### src/rtl/edc_scrubber.sv
// Background ECC scrubber: walks the 32b+8b word memory in host-idle slots, repairs single-bit
// errors by write-back and logs uncorrectable ones. Define EDC_SCRUB_IRQ_EN for i_irq_clr/o_irq.

module edc_scrubber #(
  parameter int ADDR_W = 10,
  parameter int IVL_W  = 16
) (
  input  logic              i_clk,
  input  logic              i_rst_n,
  input  logic              i_scrub_en,
  input  logic [IVL_W-1:0]  i_interval,
  input  logic              i_host_busy,
  output logic              o_mem_req,
  output logic              o_mem_we,
  output logic [ADDR_W-1:0] o_mem_addr,
  output logic [31:0]       o_mem_wdata,
  output logic [7:0]        o_mem_wecc,
  input  logic              i_mem_ack,
  input  logic [31:0]       i_mem_rdata,
  input  logic [7:0]        i_mem_recc,
  output logic [15:0]       o_corr_cnt,
  output logic              o_uncorr,
  output logic [ADDR_W-1:0] o_uncorr_addr,
  output logic              o_pass_done
`ifdef EDC_SCRUB_IRQ_EN
  ,
  input  logic              i_irq_clr,
  output logic              o_irq
`endif
);

  typedef enum logic [2:0] {
    S_IDLE,
    S_WAIT,
    S_READ,
    S_CHECK,
    S_WRITE,
    S_NEXT
  } state_t;

  // Hsiao-style columns: distinct weight-3 codes, so any double error yields an even-weight syndrome
  localparam logic [31:0][7:0] H_COLS = {
    8'h62, 8'h61, 8'h58, 8'h54, 8'h52, 8'h51, 8'h4C, 8'h4A,
    8'h49, 8'h46, 8'h45, 8'h43, 8'h38, 8'h34, 8'h32, 8'h31,
    8'h2C, 8'h2A, 8'h29, 8'h26, 8'h25, 8'h23, 8'h1C, 8'h1A,
    8'h19, 8'h16, 8'h15, 8'h13, 8'h0E, 8'h0D, 8'h0B, 8'h07
  };

  function automatic logic [7:0] edc_generator(input logic [31:0] data,
                                               input logic [7:0]  ecc,
                                               input logic        write_enabled);
    logic [7:0] parity;
    parity = '0;
    for (int k = 0; k < 32; k++) begin
      if (data[k]) parity = parity ^ H_COLS[k];
    end
    return write_enabled ? parity : (parity ^ ecc);
  endfunction

  state_t              state;
  state_t              next_state;
  logic [ADDR_W-1:0]   ptr;
  logic [IVL_W-1:0]    ivl_cnt;
  logic [31:0]         data_q;
  logic [7:0]          recc_q;
  logic                req_hold;
  logic [15:0]         corr_cnt;
  logic                uncorr;
  logic [ADDR_W-1:0]   uncorr_addr;
  logic [7:0]          gen_out;
  logic [31:0]         col_match;
  logic                single_err;
  logic                correctable;
  logic                uncorrectable;
  logic                corr_inc;

  // One generator serves both roles: syndrome while checking, fresh check bits while writing back
  assign gen_out = edc_generator(data_q, recc_q, state == S_WRITE);

  always_comb begin
    col_match = '0;
    for (int k = 0; k < 32; k++) col_match[k] = (gen_out == H_COLS[k]);
  end

  assign single_err    = (|col_match) || $onehot(gen_out);
  assign correctable   = (state == S_CHECK) && (gen_out != 8'h00) && single_err;
  assign uncorrectable = (state == S_CHECK) && (gen_out != 8'h00) && !single_err;
  assign corr_inc      = correctable && (corr_cnt != 16'hFFFF);

  assign o_mem_addr    = ptr;
  assign o_mem_wdata   = (state == S_WRITE) ? data_q : '0;
  assign o_mem_wecc    = (state == S_WRITE) ? gen_out : '0;
  assign o_corr_cnt    = corr_cnt;
  assign o_uncorr      = uncorr;
  assign o_uncorr_addr = uncorr_addr;
  assign o_pass_done   = (state == S_NEXT) && (ptr == '1);

  always_ff @(posedge i_clk or negedge i_rst_n) begin
    if (!i_rst_n) state <= S_IDLE;
    else          state <= next_state;
  end

  // A request may only start in a host-idle cycle; once started it is held until ack
  always_comb begin
    next_state = state;
    o_mem_req  = 1'b0;
    o_mem_we   = 1'b0;
    case (state)
      S_IDLE:  if (i_scrub_en) next_state = S_WAIT;
      S_WAIT:  if ((ivl_cnt == '0) && !i_host_busy) next_state = S_READ;
      S_READ: begin
        o_mem_req = req_hold || !i_host_busy;
        if (o_mem_req && i_mem_ack) next_state = S_CHECK;
      end
      S_CHECK: begin
        if (correctable) next_state = S_WRITE;
        else             next_state = S_NEXT;
      end
      S_WRITE: begin
        o_mem_req = req_hold || !i_host_busy;
        o_mem_we  = 1'b1;
        if (o_mem_req && i_mem_ack) next_state = S_NEXT;
      end
      S_NEXT:  next_state = i_scrub_en ? S_WAIT : S_IDLE;
      default: next_state = S_IDLE;
    endcase
  end

  always_ff @(posedge i_clk or negedge i_rst_n) begin
    if (!i_rst_n) begin
      ptr         <= '0;
      ivl_cnt     <= '0;
      data_q      <= '0;
      recc_q      <= '0;
      req_hold    <= 1'b0;
      corr_cnt    <= '0;
      uncorr      <= 1'b0;
      uncorr_addr <= '0;
    end else begin
      req_hold <= o_mem_req && !i_mem_ack;
      case (state)
        S_IDLE:  if (i_scrub_en) ivl_cnt <= i_interval;
        S_WAIT:  if (ivl_cnt != '0) ivl_cnt <= ivl_cnt - 1'b1;
        S_READ: begin
          if (o_mem_req && i_mem_ack) begin
            data_q <= i_mem_rdata;
            recc_q <= i_mem_recc;
          end
        end
        S_CHECK: begin
          if (correctable) begin
            data_q <= data_q ^ col_match;
            if (corr_inc) corr_cnt <= corr_cnt + 16'd1;
          end else if (uncorrectable) begin
            uncorr <= 1'b1;
            if (!uncorr) uncorr_addr <= ptr;
          end
        end
        S_NEXT: begin
          ptr     <= ptr + 1'b1;
          ivl_cnt <= i_interval;
        end
        default: ;
      endcase
    end
  end

`ifdef EDC_SCRUB_IRQ_EN
  // A fresh event wins over a simultaneous clear
  always_ff @(posedge i_clk or negedge i_rst_n) begin
    if (!i_rst_n)                      o_irq <= 1'b0;
    else if (corr_inc || uncorrectable) o_irq <= 1'b1;
    else if (i_irq_clr)                o_irq <= 1'b0;
  end
`endif

endmodule

### config.mk
export PLATFORM = sky130hd
export DESIGN_NAME = edc_scrubber
export DESIGN_NICKNAME = d
export VERILOG_FILES = /design/src/rtl/edc_scrubber.sv
export SDC_FILE = /design/constraint.sdc
export NUM_CORES = 1
export LEC_CHECK = 0
export BUFFER_PORTS_ARGS = -buffer_cell sky130_fd_sc_hd__buf_2
export CORE_ASPECT_RATIO = 0.75
export CORE_UTILIZATION = 50
export DETAILED_ROUTE_END_ITERATION = 6
export PLACE_DENSITY = 0.77
export SYNTH_ARGS = -nofsm -noshare
export SYNTH_HDL_FRONTEND = slang
export SYNTH_SLANG_ARGS = --single-unit
### constraint.sdc
create_clock -name i_clk -period 6.45 [get_ports i_clk]
set_input_delay 0.645 -clock i_clk [delete_from_list [all_inputs] [get_ports i_clk]]
set_output_delay 0.645 -clock i_clk [all_outputs]
set_load 0.02 [all_outputs]
* Yosys cells after proc, flatten, opt, wreduce, memory -nomap -nowiden
Cells that the tools add are included.
Operators by class: equal/unequal tests 47, bitwise logic cells 35, add/subtract/negate cells 10, mux-type cells 50, reduce and logical (&&, ||, !) cells 29
Operator list (number):
- 8-bit by 7-bit equality test with 1-bit output, second input constant | 12
- 32-bit two-way mux | 3
- 3-bit NOT | 31
- 7-bit two-way mux | 12
- 8-bit by 6-bit equality test with 1-bit output, second input constant | 10
- 32-bit one-hot mux with 2 select lines | 1
- 6-bit two-way mux | 10
- 8-bit by 5-bit equality test with 1-bit output, second input constant | 6
- 16-bit one-hot mux with 3 select lines | 1
- 16-bit two-way mux | 2
- 32-bit OR reduction | 1
- 32-bit XOR | 1
- 5-bit two-way mux | 6
- 8-bit by 4-bit equality test with 1-bit output, second input constant | 3
- 3-bit one-hot mux with 6 select lines | 1
- 16-bit by 1-bit adder with 16-bit output, second input constant | 1
- 16-bit zero test | 1
- 8-bit two-way mux | 2
- 16-bit != test, second input constant | 1
- 16-bit nonzero test | 1
- 16-bit by 1-bit subtractor with 16-bit output, second input constant | 1
- 3-bit two-way mux | 5
- 4-bit two-way mux | 3
- 2-bit != test, second input constant | 6
- 25 further kinds | 50
Word-level totals: register bits after elaboration 97, output and inout bits 80

* Longest topological paths before layout
depth in word-level cells 73, mapped depth 24, mapped depth without buffers 21

* Least setup slack after synthesis
OpenSTA, ideal clock, no wires.
path kind register -> register, from register state[0], to register data_q[22], stages on the path, launching flop included 25, path slack 1135 ps, buffers on the path 5, setup time 121 ps, data required time 6329 ps, arrival 5194 ps, cells stage by stage dfrtp_1 > clkbuf_1 > or3b_1 > buf_4 > nand2_1 > xnor2_1 > xnor3_2 > inv_2 > buf_6 > fa_1 > inv_1 > fa_1 > fa_1 > ha_1 > inv_1 > fa_1 > nor2b_1 > a31oi_1 > o32a_2 > o2111ai_2 > o31ai_1 > buf_4 > buf_4 > a21oi_1 > o22a_1
Between the ends: cells in the longest elaborated chain, start to end 10, elaborated cells between the ends (all ways) 59, those cells by class 7 x add/sub; 38 x eq/ne; 4 x mux; 1 x bitwise; 9 x reduce/logical
Ends and longest elaborated chain:
- start, declared | RTL line 60 | state_t state;
- start signal, assigned | RTL line 100 | else state <= next_state;
- 3-bit equality test | RTL line 78, 108
- 8-bit two-way mux | RTL line 57 | return write_enabled ? parity : (parity ^ ecc);
- 1-bit by 1-bit adder with 2-bit output (implied by the code) | RTL line 85 | assign single_err = (|col_match) || $onehot(gen_out);
- 2-bit by 2-bit adder with 3-bit output (implied by the code) | RTL line 85
- 3-bit by 3-bit adder with 4-bit output (implied by the code) | RTL line 85
- 4-bit by 1-bit equality test with 1-bit output | RTL line 85
- 1-bit logical OR | RTL line 85
- 1-bit logical AND | RTL line 86 | assign correctable = (state == S_CHECK) && (gen_out != 8'h00) && single_err;
- 2-bit != test (no line)
- 3-bit AND reduction (no line)
- end signal, assigned | RTL line 146 | data_q <= i_mem_rdata;
- end signal, assigned | RTL line 152 | data_q <= data_q ^ col_match;
- end, declared | RTL line 64 | logic [31:0] data_q;
Several ways; a longest one is shown, not always the timed one. The select of a mux whose other input is x is not followed. A chain may end at the register's enable or synchronous reset.

* Worst setup path in the final report
from register data_q[23], to register data_q[6]
Between the ends: cells in the longest elaborated chain, start to end 27, elaborated cells between the ends (all ways) 68, those cells by class 6 x add/sub; 34 x eq/ne; 12 x mux; 10 x bitwise; 6 x reduce/logical
Ends and longest elaborated chain:
- 7-bit two-way mux (*) | RTL line 55 | if (data[k]) parity = parity ^ H_COLS[k];
- 3-bit NOT (no line)
- 7-bit two-way mux (*) | RTL line 55
- 3-bit NOT (no line)
- 7-bit two-way mux (*) | RTL line 55
- 3-bit NOT (no line)
- 7-bit two-way mux (*) | RTL line 55
- 3-bit NOT (no line)
- [... 11 more ...]
- 1-bit by 1-bit adder with 2-bit output (implied by the code) | RTL line 85
- 2-bit by 2-bit adder with 3-bit output (implied by the code) | RTL line 85
- 3-bit by 3-bit adder with 4-bit output (implied by the code) | RTL line 85
- 4-bit by 1-bit equality test with 1-bit output | RTL line 85
- 1-bit logical OR | RTL line 85
- 1-bit logical AND | RTL line 86
- 2-bit != test (no line)
- 3-bit AND reduction (no line)
Every way passes the cells marked *; elsewhere a longest branch is shown, timed or not. The select of a mux whose other input is x is not followed.

==> impl_metrics.toml <==
[run_status]
status = "finished clean"

[floorplanning]
coreArea_um2 = 13240
dieHeight_um = 104.0
die_area_um2 = 14350
die_w_um = 138.0
io_pins = 141
rows = 36
start_util = 0.5235

[global_route]
antenna_found_initial = 0
grt_usage = 0.2719
grt_pass1_vias = 5838
grt_max_degree = 61
overflow = 0
grt_pass1_wl_mm = 30.33

[synthesis]
synth_cells = 784
synth_top_cell_area_share = 0.3501
ys_seq_area_frac = 0.3501
synth.cell_area_um2 = 6933
synth_top_area_cell = "dfrtp_1"
yosys_register_bits = 97
synth_common_cells = "97 x dfrtp_1, 95 x nor2_1, 77 x a21oi_1"
synth.net_count = 859
yosysMostFrequentCell = "dfrtp_1"
synth_area_leaders = "dfrtp_1 35%, xnor2_1 8.2%, a21oi_1 5.6%"
synth-edff-count = 0
yosys_warnings = 0
synth_cell_types = 68
synth-main-ff-cell = "dfrtp_1"
async_flop_share = 1.000
avgSynthCellArea_um2 = 8.843

[timing]
relSlewSlack = 0.3384
hold_violations = 0
setup_violations = 0
finalClockSkew_ps = 15.50
layout_min_cycle_time_ps = 6106
slew_viol_final = 0
tightestPinTransition_ps = 992.3
fin_setup_tns_ps = 0
rsz0062_at_grt = "false"
period_share = 0.9466
max_freq_mhz = 163.8
hold_slack_ps = 275.2

[clock_network]
worst_skew_pair.late_latency_ps = 360
post_cts_buffers = 0
cts_tree = "built"
htreeDepth = 3
ctsResizeCount = 0
hold_buffers = 0
path_clk_slew_ps = 70
cts_num_sinks = 97
clk_path_buf_depth = 2
cts_buffers = 9
cts-root-buf = "clkbuf_16"

[run]
max_cap_viol_count = 0

[place]
numPlacedInstances = 1047
dp_hpwl_mm = 13.50
portBuffers = 139
gp_congestion = 0.9244

[critical_path]
crit_slowest_cell = "fa_1"
crit_chain = "xor2_1 -> xnor2_1 -> xnor2_1 -> xnor2_1 -> xnor2_1 -> xor2_1 -> inv_1 -> fa_1 -> inv_1 -> fa_1 -> fa_1 -> ha_1 -> inv_1 -> fa_1 -> nor2b_1 -> a31oi_1 -> o32a_2 -> o2111ai_2 -> o31ai_4 -> buf_4 -> a21oi_1 -> o22a_1"
start_kind = "flip-flop"
rr_startpoint = "data_q[23]"
path_max_fanout = 32
r2r_cells = 22
crit_path_end_kind = "flip-flop"
cp.required_ps = 6690
cpPeakStageDelay_ps = 500
crit_start = "data_q[23]"
cp.arrival_ps = 6340
crit_type = "flip-flop to flip-flop"

[route]
via_count = 6193
drt_iter0_drc = 571
wirelength_mm = 18.90
wl_per_cell_um = 17.78
drtPass1Iterations = 5
routed_via_density = 5.826
drc_errors = 0
antenna_left = 0

[finish]
finalNetCount = 962
num_antenna_cells = 0
area_growth_pct = 14.22
finalNonFillerCells = 1063
postLayoutCoreUtil = 0.5980
drive_above_1_share = 0.2354

[worst_hold_path]
hold_class = "input pin to async pin"
## path summary, 6_finish.rpt
kind	to	slack [ps]
setup / recovery	data_q[6]	340
hold / removal	data_q[28]	280
setup reg to reg	data_q[6]	340
hold reg to reg	o_uncorr	470
max in group asynchronous	o_corr_cnt[6]	5000
min in group i_clk	req_hold	470
## logic make-up after synthesis
family,count (synthesis),synth area share
AOI/OAI and AO/OA,197,0.1866
xor gates and xnor gates,99,0.1467
adders and majority gates,14,0.02960
buffers and inverters,87,0.05901
DFF,97,0.3501
muxes,26,0.04133
other,1,0.0005409
and+or+nand+nor,263,0.1861
## placed cells by master, fill, tap and decap left out, types with 9 or more instances in the layout
| master | instances |
|---|---|
| buf_2 | 138 |
| and2_1 | 39 |
| nor2_1 | 95 |
| and3_1 | 10 |
| o22a_1 | 32 |
| nand2_1 | 38 |
| ha_1 | 10 |
| xnor2_1 | 65 |
| mux2_2 | 21 |
| dfrtp_1 | 97 |
| buf_4 | 12 |
| inv_1 | 28 |
| clkbuf_16 | 9 |
| o21ai_0 | 23 |
| a21oi_1 | 77 |
| nand3_1 | 16 |
| a31oi_1 | 30 |
| nor3_1 | 22 |
| xor2_1 | 24 |
## area by class of cell
class | count | area (um2)
clock buffer | 10 | 229.0
clock inverter | 6 | 48.80
fill | 1181 | 5324
inverter | 29 | 108.9
multi-input combinational | 600 | 4110
sequential | 97 | 2427
tap | 171 | 214.0
timing repair buffer | 150 | 780.7
## state kept, by name (all words and copies together), names as in the netlist
register	cells
data_q	32
ivl_cnt	16
o_corr_cnt	16
o_mem_addr	10
o_uncorr	1
o_uncorr_addr	10
recc_q	8
req_hold	1
state	3
## stage by stage
stage	instance area [um2]	setup slack, ps
after detailed placement	7641	474.7
after floorplan	6933	1135
after CTS	7919	407.0
final	7919	344.3
after global placement	7641	574.2
after global routing	7919	48.95
## critical path, delay by kind of cell, from the launching register on
family | cells | cell delay, ps
AOI/OAI and AO/OA | 6 | 1290
xor gates and xnor gates | 6 | 1330
adders and majority gates | 5 | 2020
buffers and inverters | 4 | 690
DFF | 1 | 490
and+or+nand+nor | 1 | 140
## metal layers
layer	track usage	vias to the layer above	share of wire
met5	0	-	0
met4	0.08696	0	0.017
met3	0.06384	24	0.090
met2	0.3811	286	0.43
met1	0.4080	2959	0.46
li1	-	2924	-
Power is left out: the tool's default activity adds up to more than one toggle a clock period on the data nets, which glitch-free logic cannot reach.
